--- config.mk ---
export PLATFORM = sky130hd
export DESIGN_NAME = jtcontra_sdram_arb
export DESIGN_NICKNAME = d
export VERILOG_FILES = /design/src/rtl/jtcontra_arb_pkg.sv /design/src/rtl/jtcontra_arb_slot.sv /design/src/rtl/jtcontra_sdram_arb.sv
export SDC_FILE = /design/constraint.sdc
export NUM_CORES = 1
export LEC_CHECK = 0
export CELL_PAD_IN_SITES_DETAIL_PLACEMENT = 1
export CELL_PAD_IN_SITES_GLOBAL_PLACEMENT = 2
export CORE_AREA = 5 5 187 189
export DETAILED_ROUTE_END_ITERATION = 10
export DIE_AREA = 0 0 192 194
export GPL_TIMING_DRIVEN = 0
export PLACE_DENSITY_LB_ADDON = 0.15
export SLEW_MARGIN = 20
export SYNTH_ARGS = -nofsm -noshare
export SYNTH_HDL_FRONTEND = slang
export SYNTH_SLANG_ARGS = --single-unit
--- constraint.sdc ---
create_clock -name clk -period 3.7 [get_ports clk]
set_input_delay 0.74 -clock clk [delete_from_list [all_inputs] [get_ports clk]]
set_output_delay 0.74 -clock clk [all_outputs]
set_load 0.02 [all_outputs]
--- src/rtl/jtcontra_arb_pkg.sv ---
// -----------------------------------------------------------------------------
// jtcontra_arb_pkg
// Shared constants for the Contra SDRAM cache arbiter: slot count and indices,
// FSM state encoding and the fixed grant priority order.
// -----------------------------------------------------------------------------
package jtcontra_arb_pkg;

    localparam int NSLOTS = 4;
    localparam int AW     = 22;
    localparam int DW     = 32;

    // Slot indices
    localparam logic [1:0] SLOT_GFX1 = 2'd0;
    localparam logic [1:0] SLOT_GFX2 = 2'd1;
    localparam logic [1:0] SLOT_SND  = 2'd2;
    localparam logic [1:0] SLOT_MAIN = 2'd3;

    // FSM state encoding
    typedef logic [1:0] arb_state_t;
    localparam arb_state_t ST_IDLE = 2'd0;
    localparam arb_state_t ST_REQ  = 2'd1;
    localparam arb_state_t ST_WAIT = 2'd2;

    // Fixed priority: rank 0 (highest) lives in the two LSBs.
    // Order main > sound > gfx1 > gfx2.
    localparam logic [7:0] PRIO_ORDER = {SLOT_GFX2, SLOT_GFX1, SLOT_SND, SLOT_MAIN};

    // Slot index holding the given priority rank (0 = highest)
    function automatic logic [1:0] prio_slot(input int rank);
        return PRIO_ORDER[rank*2 +: 2];
    endfunction

endpackage

--- src/rtl/jtcontra_arb_slot.sv ---
// -----------------------------------------------------------------------------
// jtcontra_arb_slot
// One single-entry cache line: tag, data word and valid bit, the hit compare
// against the requester's current address, and the registered ok flag.
// Ports:
//   clk, rst_n          clock, async active-low reset
//   flush               synchronous invalidate, also forces ok low
//   cs, addr            requester strobe and word address (before offset)
//   fill_en/addr/data   write a fresh line from SDRAM
//   hit                 combinational hit (cs & valid & tag match)
//   ok, dout            registered data-valid flag and cached data
// -----------------------------------------------------------------------------
module jtcontra_arb_slot
    import jtcontra_arb_pkg::*;
(
    input  logic          clk,
    input  logic          rst_n,
    input  logic          flush,
    input  logic          cs,
    input  logic [AW-1:0] addr,
    input  logic          fill_en,
    input  logic [AW-1:0] fill_addr,
    input  logic [DW-1:0] fill_data,
    output logic          hit,
    output logic          ok,
    output logic [DW-1:0] dout
);

    logic [AW-1:0] tag_r;
    logic [DW-1:0] data_r;
    logic          valid_r;
    logic          ok_r;

    assign hit  = cs & valid_r & (addr == tag_r);
    assign ok   = ok_r;
    assign dout = data_r;

    // Line storage and registered ok; flush wins over a concurrent fill
    always_ff @(posedge clk or negedge rst_n) begin
        if (!rst_n) begin
            tag_r   <= {AW{1'b0}};
            data_r  <= {DW{1'b0}};
            valid_r <= 1'b0;
            ok_r    <= 1'b0;
        end else if (flush) begin
            valid_r <= 1'b0;
            ok_r    <= 1'b0;
        end else begin
            ok_r <= hit;
            if (fill_en) begin
                tag_r   <= fill_addr;
                data_r  <= fill_data;
                valid_r <= 1'b1;
            end
        end
    end

endmodule

--- src/rtl/jtcontra_sdram_arb.sv ---
// -----------------------------------------------------------------------------
// jtcontra_sdram_arb
// Four-slot SDRAM read arbiter with a one-word cache per slot. Misses are
// arbitrated (main > sound > gfx1 > gfx2), fetched through an IDLE/REQ/WAIT
// handshake and written into the winning slot against the address latched at
// grant time. downloading or loop_rst flush every slot and abort traffic.
// Optional build macro: JTCONTRA_ARB_VBLANK_RR_EN -- while vblank is high the
// grant rotates round-robin starting after the last granted slot.
// Ports:
//   clk, rst_n                       clock, async active-low reset
//   vblank, downloading, loop_rst    frame status / flush controls
//   slot<i>_cs/_addr/_ok/_dout       per-slot request and cached response
//   sdram_req/_addr/_ack             SDRAM request handshake
//   data_rdy, data_read              SDRAM read return
//   refresh_en                       SDRAM may refresh (idle, nothing pending)
// -----------------------------------------------------------------------------
module jtcontra_sdram_arb
    import jtcontra_arb_pkg::*;
#(
    parameter logic [21:0] SLOT0_OFFSET = 22'h0,
    parameter logic [21:0] SLOT1_OFFSET = 22'h0,
    parameter logic [21:0] SLOT2_OFFSET = 22'h0,
    parameter logic [21:0] SLOT3_OFFSET = 22'h0
)(
    input  logic        clk,
    input  logic        rst_n,
    input  logic        vblank,
    input  logic        downloading,
    input  logic        loop_rst,
    input  logic        slot0_cs,
    input  logic [21:0] slot0_addr,
    output logic        slot0_ok,
    output logic [31:0] slot0_dout,
    input  logic        slot1_cs,
    input  logic [21:0] slot1_addr,
    output logic        slot1_ok,
    output logic [31:0] slot1_dout,
    input  logic        slot2_cs,
    input  logic [21:0] slot2_addr,
    output logic        slot2_ok,
    output logic [31:0] slot2_dout,
    input  logic        slot3_cs,
    input  logic [21:0] slot3_addr,
    output logic        slot3_ok,
    output logic [31:0] slot3_dout,
    output logic        sdram_req,
    output logic [21:0] sdram_addr,
    input  logic        sdram_ack,
    input  logic        data_rdy,
    input  logic [31:0] data_read,
    output logic        refresh_en
);

    logic [NSLOTS-1:0] cs_s;
    logic [AW-1:0]     addr_s [NSLOTS];
    logic [NSLOTS-1:0] hit_s;
    logic [NSLOTS-1:0] ok_s;
    logic [DW-1:0]     dout_s [NSLOTS];
    logic [NSLOTS-1:0] pending_s;
    logic              any_pending_s;
    logic              flush_s;
    logic              fill_s;
    logic [1:0]        sel_fix_s;
    logic [1:0]        sel_s;
    logic [AW-1:0]     off_s;
    logic [AW-1:0]     req_addr_s;

    arb_state_t        state_r;
    logic [1:0]        win_r;
    logic [AW-1:0]     lat_addr_r;
    logic              sdram_req_r;
    logic [AW-1:0]     sdram_addr_r;
    logic              run_r;

    assign cs_s      = {slot3_cs, slot2_cs, slot1_cs, slot0_cs};
    assign addr_s[0] = slot0_addr;
    assign addr_s[1] = slot1_addr;
    assign addr_s[2] = slot2_addr;
    assign addr_s[3] = slot3_addr;

    assign flush_s       = downloading | loop_rst;
    assign pending_s     = cs_s & ~hit_s;
    assign any_pending_s = |pending_s;
    assign fill_s        = (state_r == ST_WAIT) & data_rdy & ~flush_s;

    genvar g;
    generate
        for (g = 0; g < NSLOTS; g++) begin : g_slot
            jtcontra_arb_slot u_slot (
                .clk       (clk),
                .rst_n     (rst_n),
                .flush     (flush_s),
                .cs        (cs_s[g]),
                .addr      (addr_s[g]),
                .fill_en   (fill_s && (win_r == 2'(g))),
                .fill_addr (lat_addr_r),
                .fill_data (data_read),
                .hit       (hit_s[g]),
                .ok        (ok_s[g]),
                .dout      (dout_s[g])
            );
        end
    endgenerate

    assign slot0_ok   = ok_s[0];
    assign slot1_ok   = ok_s[1];
    assign slot2_ok   = ok_s[2];
    assign slot3_ok   = ok_s[3];
    assign slot0_dout = dout_s[0];
    assign slot1_dout = dout_s[1];
    assign slot2_dout = dout_s[2];
    assign slot3_dout = dout_s[3];

    // Fixed-priority pick: walk from lowest rank up so the highest rank wins
    always_comb begin
        sel_fix_s = SLOT_MAIN;
        for (int k = NSLOTS - 1; k >= 0; k--) begin
            sel_fix_s = pending_s[prio_slot(k)] ? prio_slot(k) : sel_fix_s;
        end
    end

`ifdef JTCONTRA_ARB_VBLANK_RR_EN
    logic [1:0] rr_ptr_r;
    logic [1:0] sel_rr_s;

    // Round-robin pick: ptr+1 is the first candidate, ptr itself is last
    always_comb begin
        logic [1:0] idx;
        sel_rr_s = rr_ptr_r;
        for (int k = NSLOTS; k >= 1; k--) begin
            idx      = rr_ptr_r + 2'(k);
            sel_rr_s = pending_s[idx] ? idx : sel_rr_s;
        end
    end

    assign sel_s = vblank ? sel_rr_s : sel_fix_s;

    // Pointer tracks every grant so rotation resumes after the last winner
    always_ff @(posedge clk or negedge rst_n) begin
        if (!rst_n) begin
            rr_ptr_r <= SLOT_MAIN;
        end else if (!flush_s && (state_r == ST_IDLE) && any_pending_s) begin
            rr_ptr_r <= sel_s;
        end
    end
`else
    logic unused_vblank_s;
    assign unused_vblank_s = vblank;
    assign sel_s           = sel_fix_s;
`endif

    // Per-slot word offset of the current pick
    always_comb begin
        case (sel_s)
            SLOT_GFX1: off_s = SLOT0_OFFSET;
            SLOT_GFX2: off_s = SLOT1_OFFSET;
            SLOT_SND:  off_s = SLOT2_OFFSET;
            SLOT_MAIN: off_s = SLOT3_OFFSET;
            default:   off_s = 22'h0;
        endcase
    end

    // Sum wraps naturally at 22 bits
    assign req_addr_s = addr_s[sel_s] + off_s;

    // Request FSM: grant latches slot and raw address; offset is applied once
    always_ff @(posedge clk or negedge rst_n) begin
        if (!rst_n) begin
            state_r      <= ST_IDLE;
            win_r        <= 2'd0;
            lat_addr_r   <= {AW{1'b0}};
            sdram_req_r  <= 1'b0;
            sdram_addr_r <= {AW{1'b0}};
            run_r        <= 1'b0;
        end else begin
            run_r <= 1'b1;
            if (flush_s) begin
                state_r     <= ST_IDLE;
                sdram_req_r <= 1'b0;
            end else begin
                case (state_r)
                    ST_IDLE: begin
                        if (any_pending_s) begin
                            win_r        <= sel_s;
                            lat_addr_r   <= addr_s[sel_s];
                            sdram_addr_r <= req_addr_s;
                            sdram_req_r  <= 1'b1;
                            state_r      <= ST_REQ;
                        end
                    end
                    ST_REQ: begin
                        if (sdram_ack) begin
                            sdram_req_r <= 1'b0;
                            state_r     <= ST_WAIT;
                        end
                    end
                    ST_WAIT: begin
                        if (data_rdy) begin
                            state_r <= ST_IDLE;
                        end
                    end
                    default: begin
                        sdram_req_r <= 1'b0;
                        state_r     <= ST_IDLE;
                    end
                endcase
            end
        end
    end

    assign sdram_req  = sdram_req_r;
    assign sdram_addr = sdram_addr_r;
    // run_r keeps refresh low through reset and the first cycle after it
    assign refresh_en = run_r & ~flush_s & (state_r == ST_IDLE) & ~any_pending_s;

endmodule

After elaboration in Yosys (flattened, before gate mapping)

Cells that the tools add are included.

Add/subtract/negate cells: 1
Magnitude comparators: 1
Eq/ne operators: 16
Multiplexer cells: 29
Bitwise operators: 19
Reductions and logical operators: 20

Operators with widths:

| cell               | count |
|---|---|
| $eq 22x22->1       | 4 |
| $mux 22            | 3 |
| $bmux 22 s2        | 1 |
| $add 22x22->22     | 1 |
| $mux 2             | 8 |
| $mux 1             | 15 |
| $and 1x1->1        | 13 |
| $eq 2x2->1 const B | 5 |
| $ne 3x3->1 const B | 3 |
| $reduce_and 3->1   | 3 |
| $reduce_and 2->1   | 4 |
| $reduce_bool 2->1  | 4 |
| $reduce_or 4->1    | 2 |
| $eq 2x1->1 const B | 3 |
| $logic_not 2->1    | 3 |
| $pmux 2 s3         | 1 |
| $and 4x4->4        | 1 |
| $logic_and 1x1->1  | 4 |
| $not 4->4          | 1 |
| $ge 3x3->1 const B | 1 |
| $not 2->3          | 1 |
| $pmux 1 s3         | 1 |
| $ne 2x2->1 const B | 1 |
| $not 1->1          | 2 |
| $or 1x1->1         | 1 |

Bits in registers: 274
Output and inout bits: 156
Word-level logic and storage cells: 108

Logic depth before layout (Yosys ltp)

Gate-level depths: netlist (run 1).

Word-level depth: 13
Mapped depth: 8

By module

Synthesis (run 1) repeated with hierarchy kept, for this count alone.

Cells, all modules: 856
Area total of the unflattened synthesis: 11398.4 um2

By module, submodules not included:

| module             | times used | cells each | area an instance (um2) | sequential area each (um2) |
|---|---|---|---|---|
| jtcontra_arb_slot  | 4          | 159        | 2363.5                 | 1401.3 |
| jtcontra_sdram_arb | 1          | 220        | 1944.4                 | 700.7 |

Least setup slack after synthesis (run 1)

OpenSTA, ideal clock, no wires.

Path type: input port to output port
From: input port slot3_addr[21]
To: output port refresh_en
Arrival time: 2.448 ns
Setup slack: 0.512 ns
Cell stages on the path: 7
Path buffers: 0
Path through: xor2_1 > nor4_1 > nand2_1 > o41a_4 > or2_2 > nor2_1 > and3_1

Cells in the longest elaborated chain, start to end: 7

Ends and longest elaborated chain:

| item            | RTL line                  | text |
|---|---|---|
| from (decl)     | jtcontra_sdram_arb.sv:43  | `input logic [21:0] slot3_addr,` |
| $eq 22x22->1    | jtcontra_arb_slot.sv:34   | `assign hit = cs & valid_r & (addr == tag_r);` |
| $and 1x1->1     | jtcontra_arb_slot.sv:34   |  |
| $not 4->4       | jtcontra_sdram_arb.sv:82  | `assign pending_s = cs_s & ~hit_s;` |
| $and 4x4->4     | jtcontra_sdram_arb.sv:82  |  |
| $reduce_or 4->1 | jtcontra_sdram_arb.sv:83  | `assign any_pending_s = \|pending_s;` |
| $not 1->1       | jtcontra_sdram_arb.sv:214 | `assign refresh_en = run_r & ~flush_s & (state_r == ST_IDLE) & ~any_pending_s;` |
| $and 1x1->1     | jtcontra_sdram_arb.sv:214 |  |
| to (decl)       | jtcontra_sdram_arb.sv:51  | `output logic refresh_en` |

No other way between the ends.

Worst setup path after layout (run 1)

From: input port slot3_addr[10]
To: output port refresh_en

The elaborated chain is that of the path after synthesis.

==> results of run 1 <==
[routing by layer]
layer  GRT usage [%]  part of all wire, %  vias to the layer above
met5               0                 0.19                        -
met3            6.45                  7.9                       58
met4            4.33                  2.2                       12
met2            31.4                   47                      244
met1            26.7                   43                     3964
li1                -                    -                     3366
[layout by cell type, fill, tap and decap left out, types with 9 or more instances in the layout]
cell type | synthesis | routed
mux2_2 | 216 | 216
buf_4 | 0 | 10
xor2_1 | 74 | 66
nand2_1 | 44 | 41
nor2_1 | 10 | 9
clkdlybuf4s50_1 | 0 | 254
a222oi_1 | 20 | 20
nor4_2 | 0 | 9
dfrtp_1 | 252 | 252
dlygate4sd2_1 | 0 | 24
clkbuf_16 | 0 | 29
xnor2_1 | 14 | 9
clkbuf_1 | 22 | 33
a22oi_1 | 24 | 24
[flip-flops by register name (all words and copies together), names as in the netlist]
name / cells
g_slot.u_slot.dout: 128
g_slot.u_slot.ok: 4
g_slot.u_slot.tag_r: 88
g_slot.u_slot.valid_r: 4
lat_addr_r: 22
run_r: 1
sdram_req: 1
state_r: 2
win_r: 2
[path summary, 6_finish.rpt]
path | start | end | slack, ns | cells past startpoint
hold / removal | rst_n | g_slot[1].u_slot.dout[9] | 0.05 | 1
max in group asynchronous | rst_n | g_slot[0].u_slot.ok | 2.24 | 4
setup reg to reg | g_slot[3].u_slot.tag_r[1] | lat_addr_r[6] | 0.59 | 9
min in group clk | g_slot[2].u_slot.valid_r | g_slot[2].u_slot.valid_r | 0.49 | 2
hold reg to reg | g_slot[2].u_slot.valid_r | g_slot[2].u_slot.valid_r | 0.49 | 2
setup / recovery | slot3_addr[10] | refresh_en | 0.03 | 8
[cells by family after synthesis]
group                     count (synthesis)  synth area share, %
buffers and inverters                    34                 1.43
AOI/OAI and AO/OA                        59                 4.78
and+or+nand+nor                          99                 4.84
xor gates and xnor gates                 88                 7.21
DFF                                     252                 59.0
muxes                                   216                 22.7
other                                     1               0.0351
[synth_stat cells (4+ instances only)]
library cell,instances,share of area (%)
a22oi_1,24,1.7
nor3_1,4,0.19
buf_2,8,0.37
dfrtp_1,252,59
nor2_1,10,0.35
xnor2_1,14,1.1
nand4_1,6,0.35
nand2_1,44,1.5
xor2_1,74,6.1
a21oi_1,4,0.19
nor4_1,19,1.1
clkbuf_1,22,0.77
a222oi_1,20,1.9
mux2_2,216,23
nand3_1,4,0.19
[what timing repair did]
| item | in CTS | in global routing |
|---|---|---|
| buffers inserted | 7 | 2 |
| pin swaps | 20 | 12 |
| gates resized for setup | 58 | 17 |
| setup endpoints to repair | 1 | 1 |
[report_power, final]
part	switching, mW	total [mW]	leakage (nW)	internal [mW]
combinational	0.444	0.866	3.44	0.422
sequential	0.145	3.02	3.47	2.88
clock	1.15	2.76	0.452	1.61
total	1.74	6.65	7.36	4.92
[area by class of cell]
class	instances	area, um^2	share of cell area (%)
inverter	2	7.51	0.0487
tap	448	561	3.64
clock buffer	45	836	5.42
antenna	2	5.00	0.0325
timing repair buffer	297	2990	19.4
buffer	32	145	0.942
sequential	252	6310	40.9
clock inverter	9	73.8	0.479
multi-input combinational	463	4490	29.1
[critical path: cells and delay by family]
family	cells	cell delay [ns]
compound gates	1	0.54
xor+xnor	1	0.22
buf+inv	2	0.63
simple gates	4	0.80
==> qor.yml, run 1 <==
status: "finished, final reports clean"
arrival_ns: 2.93
place_area_um2: 14200
max_freq_mhz: 273
fin_area_um2: 15400
place_ws_ns: -1.20
syn_area_um2: 10700
cts_root_buffer: "clkbuf_16"
synthArstFlopShare_pct: 100
finalCritPeriodShare_pct: 99.2
clk_latency_ns: 0.55
drtAntennaViolNets: 0
grt_pass1_vias: 8395
h-tree-depth: 1
finalSetupTns_ns: 0
yosysWarnings: 0
antenna_found_initial: 9
crit_type: "in2out"
grt_max_degree: 76
cts_hold_buf: 0
wl_per_cell_um: 24.1
path_cells: "clkdlybuf4s50_1 -> xnor2_2 -> nand4_1 -> o41a_4 -> or2_4 -> nor2_2 -> and3_4 -> buf_4"
overflow: 0
route.vias.total: 7644
required_ns: 2.96
cp_max_fo: 2
final-max-slew-violation-count: 0
die_h_um: 194
synth_ff_type: "dfrtp_1"
min_period_ns: 3.67
drc: 0
finalHoldViolCount: 0
grt_first_pass_wirelength_um: 56100
io_pins: 287
clkSinkCount: 252
ys_seq_area_share_pct: 59.0
layout-drive-gt1-share_pct: 29.5
postSynthAreaPerCell_um2: 14.3
crit_slowest_cell: "o41a_4"
dieArea_um2: 37200
place_inst: 1485
placementRows: 67
synth_cell_type_count: 36
dp_hpwl_um: 27200
worst_ir_drop_vdd_uv: 335
skew_ns: 0.0109
track_usage_pct: 19.9
hold_ws_ns: 0.0491
area_growth_pct: 44.1
die_x_um: 192
cts_inserted_buffers: 29
setup_viol: 0
synth-seq-cells: 252
synth_edf_count: 0
place.gp.congestion: 0.801
cts_tree: "yes"
clk_pin_slew_ns: 0.06
cts_buffer_depth: 3
utilization_pct: 46.5
maxCapViolations: 0
drtIter0Drc: 384
viasPerCell: 4.93
core-area_um2: 33100
leakagePower_nw: 7.36
cp-start-kind: "input pin"
port_buffers: 285
holdCritPathClass: "in2async"
syn_inst: 749
drt-pass1-iter-count: 5
cp-end-kind: "output port"
powerDensity_nw_per_um2: 432
synth_fp_nets: 880
wl_um: 37400
floorplan.initialDensity_pct: 32.3
power_mw: 6.65
slew_headroom_pct: 31.2
fin_cells: 1550
max_stage_delay_ns: 0.54
fin_ws_ns: 0.0308
finalNetCount: 1208
worst_slew_pin_slew_ns: 1.03
fillerInstances: 3378
(Power assumes the default switching activity.)
==> run 2: changes to the inputs <==
==> constraint.sdc (replaced) <==
create_clock -name clk -period 3.7 [get_ports clk]
set_input_delay 0.37 -clock clk [delete_from_list [all_inputs] [get_ports clk]]
set_output_delay 0.37 -clock clk [all_outputs]
set_load 0.02 [all_outputs]
==> run 2 against run 1 <==
  * Non-clock buffer count shrank 8
  * Clock-buffer cell count is the same
  * Clock power is essentially flat
  * Critical endpoint unchanged
  * Highest routed layer unchanged
==> qor.yml, run 2 (synthesized netlist as in run 1, its figures left out) <==
max_freq_mhz: 288  # +5.8%
clkPwrFrac_pct: 41.6  # about the same
wl_per_cell_um: 24.1  # about the same
p_comb_share_pct: 12.9  # about the same
finalHoldViolCount: 0  # unchanged
drc: 0  # unchanged
largest_reg_flops: 128  # unchanged
power_frac_seq_pct: 45.5  # about the same
clkSinkCount: 252  # unchanged
cts_setup_buffers: 0  # -7
cp-end-kind: "output port"
finalNetCount: 1200  # -0.66%
finalSetupTns_ns: 0  # unchanged
drtAntennaViolNets: 0  # unchanged
finalCritPeriodShare_pct: 93.8  # -5.4 points
maxCapViolations: 0  # unchanged
p_sw_mw: 1.72  # -0.82%
dieArea_um2: 37200  # unchanged
place.gp.congestion: 0.801  # unchanged
swShare_pct: 25.9  # -0.16 points
grt_max_degree: 76  # unchanged
floorplan.initialDensity_pct: 32.3  # unchanged
path_cells: "xor2_1 -> nor4_1 -> nand2_1 -> o31a_1 -> or2_2 -> nor2_1 -> and3_1 -> clkbuf_2"
route.vias.total: 7560  # -1.1%
clk_latency_ns: 0.55  # about the same
setup_viol: 0  # unchanged
place_ws_ns: -0.462  # +0.740 ns
cts_buffer_depth: 3  # unchanged
clk_pin_slew_ns: 0.06  # about the same
p_int_mw: 4.92  # about the same
status: "finished, final reports clean"
worst_slew_pin_slew_ns: 1.03  # -0.00205 ns
grt_pass1_vias: 8328  # -0.80%
die_x_um: 192  # unchanged
dp_hpwl_um: 27200  # unchanged
hold_ws_ns: 0.272  # +0.223 ns
cp_max_fo: 3  # +1
fin_ws_ns: 0.231  # +0.200 ns
io_pins: 287  # unchanged
slew_headroom_pct: 31.4  # +0.14 points
grt_first_pass_wirelength_um: 55800  # -0.55%
rsz0062_at_grt: "false"
holdCritPathClass: "in2async"
min_period_ns: 3.47  # -0.200 ns
die_h_um: 194  # unchanged
placementRows: 67  # unchanged
cts_inserted_buffers: 29  # unchanged
cts_tree: "yes"
crit_slowest_cell: "nor4_1"
wl_um: 37200  # -0.49%
layout_commonest_cell: "clkdlybuf4s50_1"
crit_type: "reg2out"
overflow: 0  # unchanged
viasPerCell: 4.91  # -0.52%
arrival_ns: 3.10  # +0.17 ns
drtIter0Drc: 410  # +6.8%
powerDensity_nw_per_um2: 438  # +1.5%
h-tree-depth: 1  # unchanged
power_mw: 6.64  # -0.19%
skew_ns: 0.0115  # +0.000553 ns
track_usage_pct: 19.8  # -0.084 points
required_ns: 3.33  # +0.37 ns
cp-start-kind: "register"
layout-drive-gt1-share_pct: 26.2  # -3.3 points
core-area_um2: 33100  # unchanged
cts_root_buffer: "clkbuf_16"
final-max-slew-violation-count: 0  # unchanged
area_growth_pct: 41.7
max_stage_delay_ns: 0.56  # +0.02 ns
final_cell_mix: "283 x clkdlybuf4s50_1, 252 x dfrtp_1, 216 x mux2_2"
worst_ir_drop_vdd_uv: 335  # about the same
antenna_found_initial: 6  # -3
port_buffers: 285  # unchanged
leakagePower_nw: 7.21  # -2.1%
drt-pass1-iter-count: 6  # +1
==> run 2: cell count changes in the layout (fill, tap and decap cells not counted), sizes merged <==
cell / previous run / this run
diode: 2 / 1
dlygate4sd2: 24 / 0
clkdlybuf4s50: 254 / 283
buf: 24 / 14
dlymetal6s2s: 5 / 0
clkbuf: 67 / 68
dlygate4sd3: 0 / 1
==> run 2: worst paths after layout <==
check                                      startpoint                        end  slack (ns)  depth (start not counted)
setup reg to reg           g_slot[2].u_slot.tag_r[11]              lat_addr_r[6]        0.68                          8
hold / removal                                  rst_n   g_slot[1].u_slot.dout[9]        0.27                          2
setup / recovery           g_slot[1].u_slot.tag_r[19]                 refresh_en        0.23                          8
min in group clk             g_slot[2].u_slot.valid_r   g_slot[2].u_slot.valid_r        0.49                          2
hold reg to reg              g_slot[2].u_slot.valid_r   g_slot[2].u_slot.valid_r        0.49                          2
max in group asynchronous                       rst_n  g_slot[2].u_slot.tag_r[8]        2.01                          5
==> run 2: critical path: cells and delay by family, from the launching register on <==
| family | cells | cell delay (ns) |
|---|---|---|
| simple gates | 5 | 1.44 |
| xor+xnor | 1 | 0.18 |
| buf+inv | 1 | 0.18 |
| compound gates | 1 | 0.37 |
| flops | 1 | 0.38 |
==> run 2: what timing repair did <==
| item | CTS | global route |
|---|---|---|
| hold buffers | 1 | 0 |
| endpoints found under the hold margin | 34 | 0 |
| pin swaps | 1 | 1 |
| resized for setup | 7 | 2 |
| endpoints found under the setup margin | 1 | 1 |
==> run 2: power by group through the flow <==
stage | sequential (mW) | combinational (mW) | clock (mW)
3_3_place_gp | 3.07 | 0.845 | 0
5_1_grt | 3.04 | 0.918 | 2.98
4_1_cts | 3.02 | 0.871 | 2.86
3_5_place_dp | 3.07 | 0.860 | 0
6_report | 3.02 | 0.855 | 2.76
2_1_floorplan | 3.14 | 0.206 | 0
==> run 2: final cells by class <==
type | count | area [um^2]
fill | 3389 | 18000
sequential | 252 | 6310
clock buffer | 45 | 836
buffer | 32 | 145
multi-input combinational | 463 | 4280
antenna | 1 | 2.50
inverter | 2 | 7.51
tap | 448 | 561
clock inverter | 9 | 73.8
timing repair buffer | 289 | 2950
==> run 2: metrics by stage <==
| step | area [um^2] | instances | util (%) |
|---|---|---|---|
| 6_report | 15200 | 1541 | 45.8 |
| 5_1_grt | 15200 | 1541 | 45.8 |
| 4_1_cts | 15200 | 1540 | 45.8 |
| 3_5_place_dp | 14200 | 1485 | 42.9 |
| 3_3_place_gp | 14100 | 1482 | 42.6 |
| 2_1_floorplan | 10700 | 749 | - |
==> run 2: routing by layer <==
| metal | share of wire, % | vias up | track usage (%) |
|---|---|---|---|
| li1 | - | 3347 | - |
| met1 | 43 | 3915 | 26.6 |
| met4 | 2.1 | 10 | 4.17 |
| met3 | 8.0 | 55 | 6.39 |
| met2 | 47 | 233 | 31.4 |
| met5 | 0.18 | - | 0 |
